[src/rtl/aes_dec_kat_seq.sv]
// Known-answer test sequencer for an external AES decrypt core.
// Drives the FIPS-197 Appendix C ciphertext/key for the configured key size,
// waits for the core result and compares it with the expected plaintext.
// Optional feature macro: AES_DEC_TIMEOUT_EN (bounded wait with timeout flag).
module aes_dec_kat_seq #(
  parameter int unsigned Nk             = 4,
  parameter int unsigned Nr             = Nk + 6,
  parameter int unsigned TIMEOUT_CYCLES = 1024
) (
  input  logic            clk,
  input  logic            rst,
  input  logic            start,
  output logic [127:0]    dec_ct,
  output logic [32*Nk-1:0] dec_key,
  output logic            dec_load,
  input  logic [127:0]    dec_pt,
  input  logic            dec_valid,
  output logic            busy,
  output logic            done,
  output logic            pass,
  output logic            fail,
  output logic            timeout,
  output logic [7:0]      pass_cnt
);

  // Reject illegal configurations at elaboration time.
  if (!(Nk == 4 || Nk == 6 || Nk == 8) || Nr != Nk + 6 ||
      TIMEOUT_CYCLES < 16 || TIMEOUT_CYCLES > 65535) begin : g_bad_cfg
    $error("aes_dec_kat_seq: illegal Nk/Nr/TIMEOUT_CYCLES");
  end

  // Key bytes 00,01,... MSB first.
  function automatic logic [32*Nk-1:0] gen_key();
    logic [32*Nk-1:0] k;
    k = '0;
    for (int i = 0; i < 4 * Nk; i++) begin
      k[32*Nk-1-8*i -: 8] = 8'(i);
    end
    return k;
  endfunction

  localparam logic [127:0] PtExp = 128'h00112233445566778899aabbccddeeff;
  localparam logic [127:0] CtVec =
      (Nk == 8) ? 128'h8ea2b7ca516745bfeafc49904b496089 :
      (Nk == 6) ? 128'hdda97ca4864cdfe06eaf70a0ec0d7191 :
                  128'h69c4e0d86a7b0430d8cdb78070b4c55a;
  localparam logic [32*Nk-1:0] KeyVec = gen_key();

  typedef enum logic [1:0] {StIdle, StLoad, StWait, StDone} state_e;

  state_e     state_q, state_d;
  logic       start_q, rise_q;
  logic       valid_q, match_q;
  logic       seen_low_q, seen_low_d;
  logic       pass_q, pass_d;
  logic       fail_q, fail_d;
  logic [7:0] pass_cnt_q, pass_cnt_d;
  logic       qualify;

`ifdef AES_DEC_TIMEOUT_EN
  localparam logic [15:0] TmoLast = 16'(TIMEOUT_CYCLES - 1);
  logic [15:0] cnt_q, cnt_d;
  logic        timeout_q, timeout_d;
`endif

  assign dec_ct   = CtVec;
  assign dec_key  = KeyVec;
  // All outputs decode registered state only.
  assign dec_load = (state_q == StLoad);
  assign busy     = (state_q == StLoad) || (state_q == StWait);
  assign done     = (state_q == StDone);
  assign pass     = pass_q;
  assign fail     = fail_q;
  assign pass_cnt = pass_cnt_q;
`ifdef AES_DEC_TIMEOUT_EN
  assign timeout  = timeout_q;
`else
  assign timeout  = 1'b0;
`endif

  // Result is qualified only after a low valid has been seen this run.
  assign qualify = valid_q & seen_low_q;

  // Next-state and flag updates.
  always_comb begin
    state_d    = state_q;
    seen_low_d = seen_low_q;
    pass_d     = pass_q;
    fail_d     = fail_q;
    pass_cnt_d = pass_cnt_q;
`ifdef AES_DEC_TIMEOUT_EN
    cnt_d      = cnt_q;
    timeout_d  = timeout_q;
`endif
    case (state_q)
      StIdle: begin
        if (rise_q) begin
          pass_d  = 1'b0;
          fail_d  = 1'b0;
`ifdef AES_DEC_TIMEOUT_EN
          timeout_d = 1'b0;
`endif
          state_d = StLoad;
        end
      end
      StLoad: begin
        seen_low_d = 1'b0;
`ifdef AES_DEC_TIMEOUT_EN
        cnt_d      = '0;
`endif
        state_d    = StWait;
      end
      StWait: begin
        seen_low_d = seen_low_q | ~valid_q;
        // A qualifying result takes priority over the timeout.
        if (qualify) begin
          if (match_q) begin
            pass_d     = 1'b1;
            pass_cnt_d = (pass_cnt_q == 8'hff) ? pass_cnt_q : pass_cnt_q + 8'd1;
          end else begin
            fail_d = 1'b1;
          end
          state_d = StDone;
        end
`ifdef AES_DEC_TIMEOUT_EN
        else if (cnt_q == TmoLast) begin
          fail_d    = 1'b1;
          timeout_d = 1'b1;
          state_d   = StDone;
        end else begin
          cnt_d = cnt_q + 16'd1;
        end
`endif
      end
      StDone: begin
        if (!start_q) state_d = StIdle;
      end
      default: state_d = StIdle;
    endcase
  end

  // State, input capture and flag registers with synchronous reset.
  always_ff @(posedge clk) begin
    if (rst) begin
      state_q    <= StIdle;
      start_q    <= 1'b0;
      rise_q     <= 1'b0;
      valid_q    <= 1'b0;
      match_q    <= 1'b0;
      seen_low_q <= 1'b0;
      pass_q     <= 1'b0;
      fail_q     <= 1'b0;
      pass_cnt_q <= 8'd0;
`ifdef AES_DEC_TIMEOUT_EN
      cnt_q      <= 16'd0;
      timeout_q  <= 1'b0;
`endif
    end else begin
      state_q    <= state_d;
      start_q    <= start;
      rise_q     <= start & ~start_q;
      valid_q    <= dec_valid;
      match_q    <= (dec_pt == PtExp);
      seen_low_q <= seen_low_d;
      pass_q     <= pass_d;
      fail_q     <= fail_d;
      pass_cnt_q <= pass_cnt_d;
`ifdef AES_DEC_TIMEOUT_EN
      cnt_q      <= cnt_d;
      timeout_q  <= timeout_d;
`endif
    end
  end

endmodule

[config.mk]
export PLATFORM = sky130hd
export DESIGN_NAME = aes_dec_kat_seq
export DESIGN_NICKNAME = d
export VERILOG_FILES = /design/src/rtl/aes_dec_kat_seq.sv
export SDC_FILE = /design/constraint.sdc
export NUM_CORES = 1
export LEC_CHECK = 0
export CAP_MARGIN = 10
export CORE_AREA = 5 5 152 154
export DETAILED_ROUTE_END_ITERATION = 12
export DIE_AREA = 0 0 157 159
export PLACE_DENSITY_LB_ADDON = 0.2
export SYNTH_ARGS = -nofsm -noshare
export SYNTH_HDL_FRONTEND = slang
export SYNTH_SLANG_ARGS = --single-unit
[constraint.sdc]
create_clock -name clk -period 3.1 [get_ports clk]
set_clock_uncertainty 0.05 [all_clocks]
set_input_delay 0.62 -clock clk [delete_from_list [all_inputs] [get_ports clk]]
set_output_delay 0.62 -clock clk [all_outputs]
set_load 0.02 [all_outputs]
## Yosys cells after proc, flatten, opt, wreduce, memory -nomap -nowiden

Index checks and enable logic that the tools add are counted.

- Register bits after elaboration: 17
- Logic and storage cells: 46

- $add $sub $neg: 1
- Equality and inequality tests: 10
- Muxes and demuxes: 12
- Bitwise gates (word level): 6
- Reduce and logical (&&, ||, !) cells: 8

Operator list:

| operator | number |
|---|---|
| $eq A128 B117 Y1 const B | 1 |
| $reduce_and A4 Y1 | 3 |
| $ne A2 B2 Y1 const B | 5 |
| $add A8 B1 Y8 const B | 1 |
| $eq A8 B8 Y1 const B | 1 |
| $pmux W2 S4 | 1 |
| $mux W2 | 3 |
| $pmux W1 S2 | 3 |
| $mux W1 | 5 |
| $eq A2 B2 Y1 const B | 2 |
| $reduce_bool A2 Y1 | 2 |
| $not A1 Y1 | 3 |
| $reduce_and A3 Y1 | 1 |
| $and A1 B1 Y1 | 2 |
| $eq A2 B1 Y1 const B | 1 |
| $logic_not A2 Y1 | 1 |
| $logic_or A1 B1 Y1 | 1 |
| $or A1 B1 Y1 | 1 |

## Logic depth before layout (Yosys ltp)

- Depth in word-level cells: 3
- Depth in mapped cells: 6

## Worst setup path before layout

Ideal clock, no wire load.

- Path kind: input to register
- Start: input port dec_pt[42]
- End: register match_q
- Setup time: 0.088 ns
- Arrival: 1.887 ns
- Path slack: 1.075 ns
- Stages on the path: 4
- Buffers on the path: 0
- Cell sequence: nand4bb_1 > or4_1 > or4_1 > nor4_2

- Word-level cells in the longest chain between the ends: 1

Ends and longest elaborated chain:

| element | line | source |
|---|---|---|
| start: declaration | 16 | `input logic [127:0] dec_pt,` |
| $eq A128 B117 Y1 | 163 | `match_q <= (dec_pt == PtExp);` |
| end signal: assignment | 163 |  |
| end: declaration | 53 | `logic valid_q, match_q;` |

No other way between the ends.
A chain may end at the register's enable or synchronous reset.

## Final worst setup path

- Start: input port dec_pt[70]
- End: register match_q

The elaborated chain is that of the path after synthesis.

==> summary.txt <==
Synth
  – Mux share of post-synthesis cell area: less than 1%
  – Number of synthesized register bits: 17
  – Synth cell types: 40
  – Most used DFF post-synth: dfxtp_1
  – Simple-Gate Fraction of Synth Area: between 10% and 20%
  – XOR/XNOR share of the synthesized area: less than 1%
  – Register area share after synthesis: 11.0%
  – Async set or reset register ratio after synthesis: 0%
  – Main combinational cell family by area after synthesis: buffers and inverters
  – Number of synthesized flops with an enable pin: 0
  – Synthesis warning total: 0
  – Post-synthesis adder-cell area fraction: roughly 2.4%
  – Synth Area in Compound Gates: under 10%
  – Synth Instances: a little under 400
  – Mapped Area: approximately 3100 um2
  – Avg Cell Area, Syn: a little under 8 um2

Route
  – DR pass1 iterations: 4
  – ANT nets after route: 0
  – # DRC: 0
  – DR vias/cell: between 2 and 3
  – Detailed Route WL: slightly above 10,000 um
  – First DRT Iteration DRCs: 23
  – WL per Instance: between 10 and 15 um
  – Via Count: 2,323

Global route
  – Gr usage total: under 10%
  – Largest net degree at the start of global routing: 16
  – Remaining global-route overflow: 0
  – Initial antenna violation count: 1
  – First-pass GRT wire length: 13,400 um
  – Vias in the first global route: around 2,300

Timing
  – Period utilization: around 80%
  – Max Slew Vio Count: 0
  – Final setup margin: about 0.67 ns
  – RSZ-0062 raised after global routing: no
  – Final hold violations: 0
  – Tmin final: approximately 2.4 ns
  – Setup violation total in the final timing report: 0
  – Fmax: slightly above 400 MHz
  – Worst-Margin Slew: roughly 0.57 ns
  – Sum of negative setup slack: 0 ns
  – Relative slew slack: 61.5%

Finish
  – Layout fillers: roughly 2,500
  – Multi-input gate area: roughly 1800 um2
  – Final Util: a little under a fifth
  – Area growth syn-to-layout: 29.4%
  – Share of cells above drive strength 1: about 2.2%
  – Fin cells: ~820
  – Layout Nets: just under 700
  – Sequential Area: between 300 and 400 um2
  – Antenna diode count: 0

Worst setup path
  – Worst setup EP type: register
  – Arrival @ worst endpoint: approximately 2.5 ns
  – CP Cell Sequence: clkdlybuf4s50_1 -> nor4bb_1 -> buf_4 -> nand4_2 -> or4_1 -> nor4_2
  – Worst r2r dst: pass_cnt[5]
  – Crit start category: input port
  – Crit path max-delay family: simple AND/OR/NAND/NOR gates
  – Worst Path Buf+Inv: 2
  – CP max stage cell: nor4bb_1
  – Critical Path Max Stage Delay: roughly 0.53 ns
  – Worst r2r src: state_q[0]
  – Crit Path Category: input port to register
  – R2R Setup Slk: ~1.1 ns
  – R2r worst-path depth: 6
  – CP Max Fanout: 1
  – Critical Path RT: ~3.2 ns

Floorplan
  – Site Rows: between 50 and 60
  – Starting Density: 14.4%
  – Die height: between 150 and 200 um
  – I/O Pins: approximately 400
  – Core Area: about 22,000 um2
  – Die width: roughly 160 um
  – Die area: ~25,000 um2

Placed design
  – Routability cong.: 0.710
  – Dpl hpwl: 9270 um
  – Port bufs: around 140
  – Post-Place Setup Slack: approximately 0.32 ns
  – Post-placement cell count: 812

Worst hold path
  – Min-Delay Endpoint: rise_q
  – Type of the worst min-delay path: register to register
  – Hold path start: start_q
  – WHS Path Cells: 1

Power and ir drop
  – Power, Total: 1.20 mW
  – PwrDens: approximately 300 nW/um2
  – Lkg Pwr: 1.81 nW
  – Maximum VDD drop: ~0.00019 V

Outcome
  – Status: complete, no violations

Clocking
  – Max H-tree Level: 1
  – CTS clk-pin slew, worst paths: 0.05 ns
  – Sink Count: 17
  – CTS buffer count: 3
  – Clk_lat worst skew: 0.26 ns
  – Hold Buf Count CTS: 0
  – Root Buffer: clkbuf_16
  – Postcts setup bufs: 0
  – CTS tree: yes
  – Resize count post-CTS: 0
  – Clock Tree Buf Depth: 2

Job
  – Max-capacitance violation count: 0
==> report_power, final <==
part	switching (mW)	total (mW)	internal, mW
Combinational	0.422	0.670	0.248
Clock	0.101	0.274	0.173
Sequential	0.0210	0.260	0.239
==> synth_stat cells, types with 2 or more instances <==
master    instances  area [um2]
buf_4           257        1930
dfxtp_1          17         340
nand4_1           9        56.3
a21oi_1           8        40.0
nor4bb_1          8        80.1
ha_1              6        75.1
nand2_1           6        22.5
nand3_1           6        30.0
nand4b_1          6        52.6
or4_1             6        45.0
nor2_1            5        18.8
nor3_1            5        25.0
nor4_1            5        31.3
nor4b_1           5        43.8
inv_1             4        15.0
nor2b_1           4        25.0
o31ai_1           3        22.5
and4_1            2        17.5
and4b_1           2        20.0
conb_1            2        7.51
mux2i_1           2        20.0
nand2b_1          2        12.5
xor2_1            2        17.5
==> metrics by stage <==
stage / cell area [um2] / hold WS (ns)
final: 4010 / 0.366
after global routing: 4010 / 0.373
after CTS: 4010 / 0.369
after detailed placement: 3930 / 0.361
after global placement: 3930 / 0.349
after floorplan: 4050 / 0.342
==> logic make-up after synthesis <==
group,Yosys count
buffers and inverters,262
AND/OR/NAND/NOR,78
AO/OA/AOI/OAI,20
flip-flops,17
adder cells (fa/ha/maj),6
other,2
XOR/XNOR,2
multiplexers,2
==> sequential cells by signal, summed over array words and instances, names as in the netlist <==
| signal | count |
|---|---|
| start_q | 1 |
| seen_low_q | 1 |
| rise_q | 1 |
| pass | 1 |
| valid_q | 1 |
| match_q | 1 |
| pass_cnt | 8 |
| fail | 1 |
| state_q | 2 |
==> per-layer routing <==
metal  GRT usage, %  share of wire, %  vias to the layer above
met5              0                 0                        -
met4          0.473              0.62                        0
met3           2.91                15                        6
met2           14.3                55                      207
met1           6.40                30                     1020
li1               -                 -                     1090
==> layout make-up <==
class / instances / area share [%]
timing repair buffer: 146 / 36.4
clock inverter: 1 / 0.125
inverter: 4 / 0.375
tap: 280 / 8.75
sequential: 17 / 8.50
multi-input combinational: 365 / 44.0
clock buffer: 3 / 1.87
==> cell usage in the layout, fill, tap and decap left out, types with 6 or more instances in the layout <==
| cell type | synthesis | routed |
|---|---|---|
| or4_1 | 6 | 6 |
| nand4_1 | 9 | 9 |
| a21oi_1 | 8 | 8 |
| ha_1 | 6 | 6 |
| nand4b_1 | 6 | 6 |
| nand3_1 | 6 | 6 |
| dfxtp_1 | 17 | 17 |
| nor4bb_1 | 8 | 8 |
| nand2_1 | 6 | 6 |
| clkdlybuf4s50_1 | 0 | 144 |
| conb_1 | 2 | 257 |
==> worst max-delay path by stage <==
| stage | cells after the start | startpoint | endpoint |
|---|---|---|---|
| 6_report | 6 | dec_pt[70] | match_q |
| 5_1_grt | 6 | dec_pt[70] | match_q |
| 4_1_cts | 6 | dec_pt[70] | match_q |
| 3_5_place_dp | 6 | dec_pt[70] | match_q |
| 3_3_place_gp | 6 | dec_pt[70] | match_q |
| 2_1_floorplan | 4 | dec_pt[42] | match_q |
(Power assumes the default switching activity.)
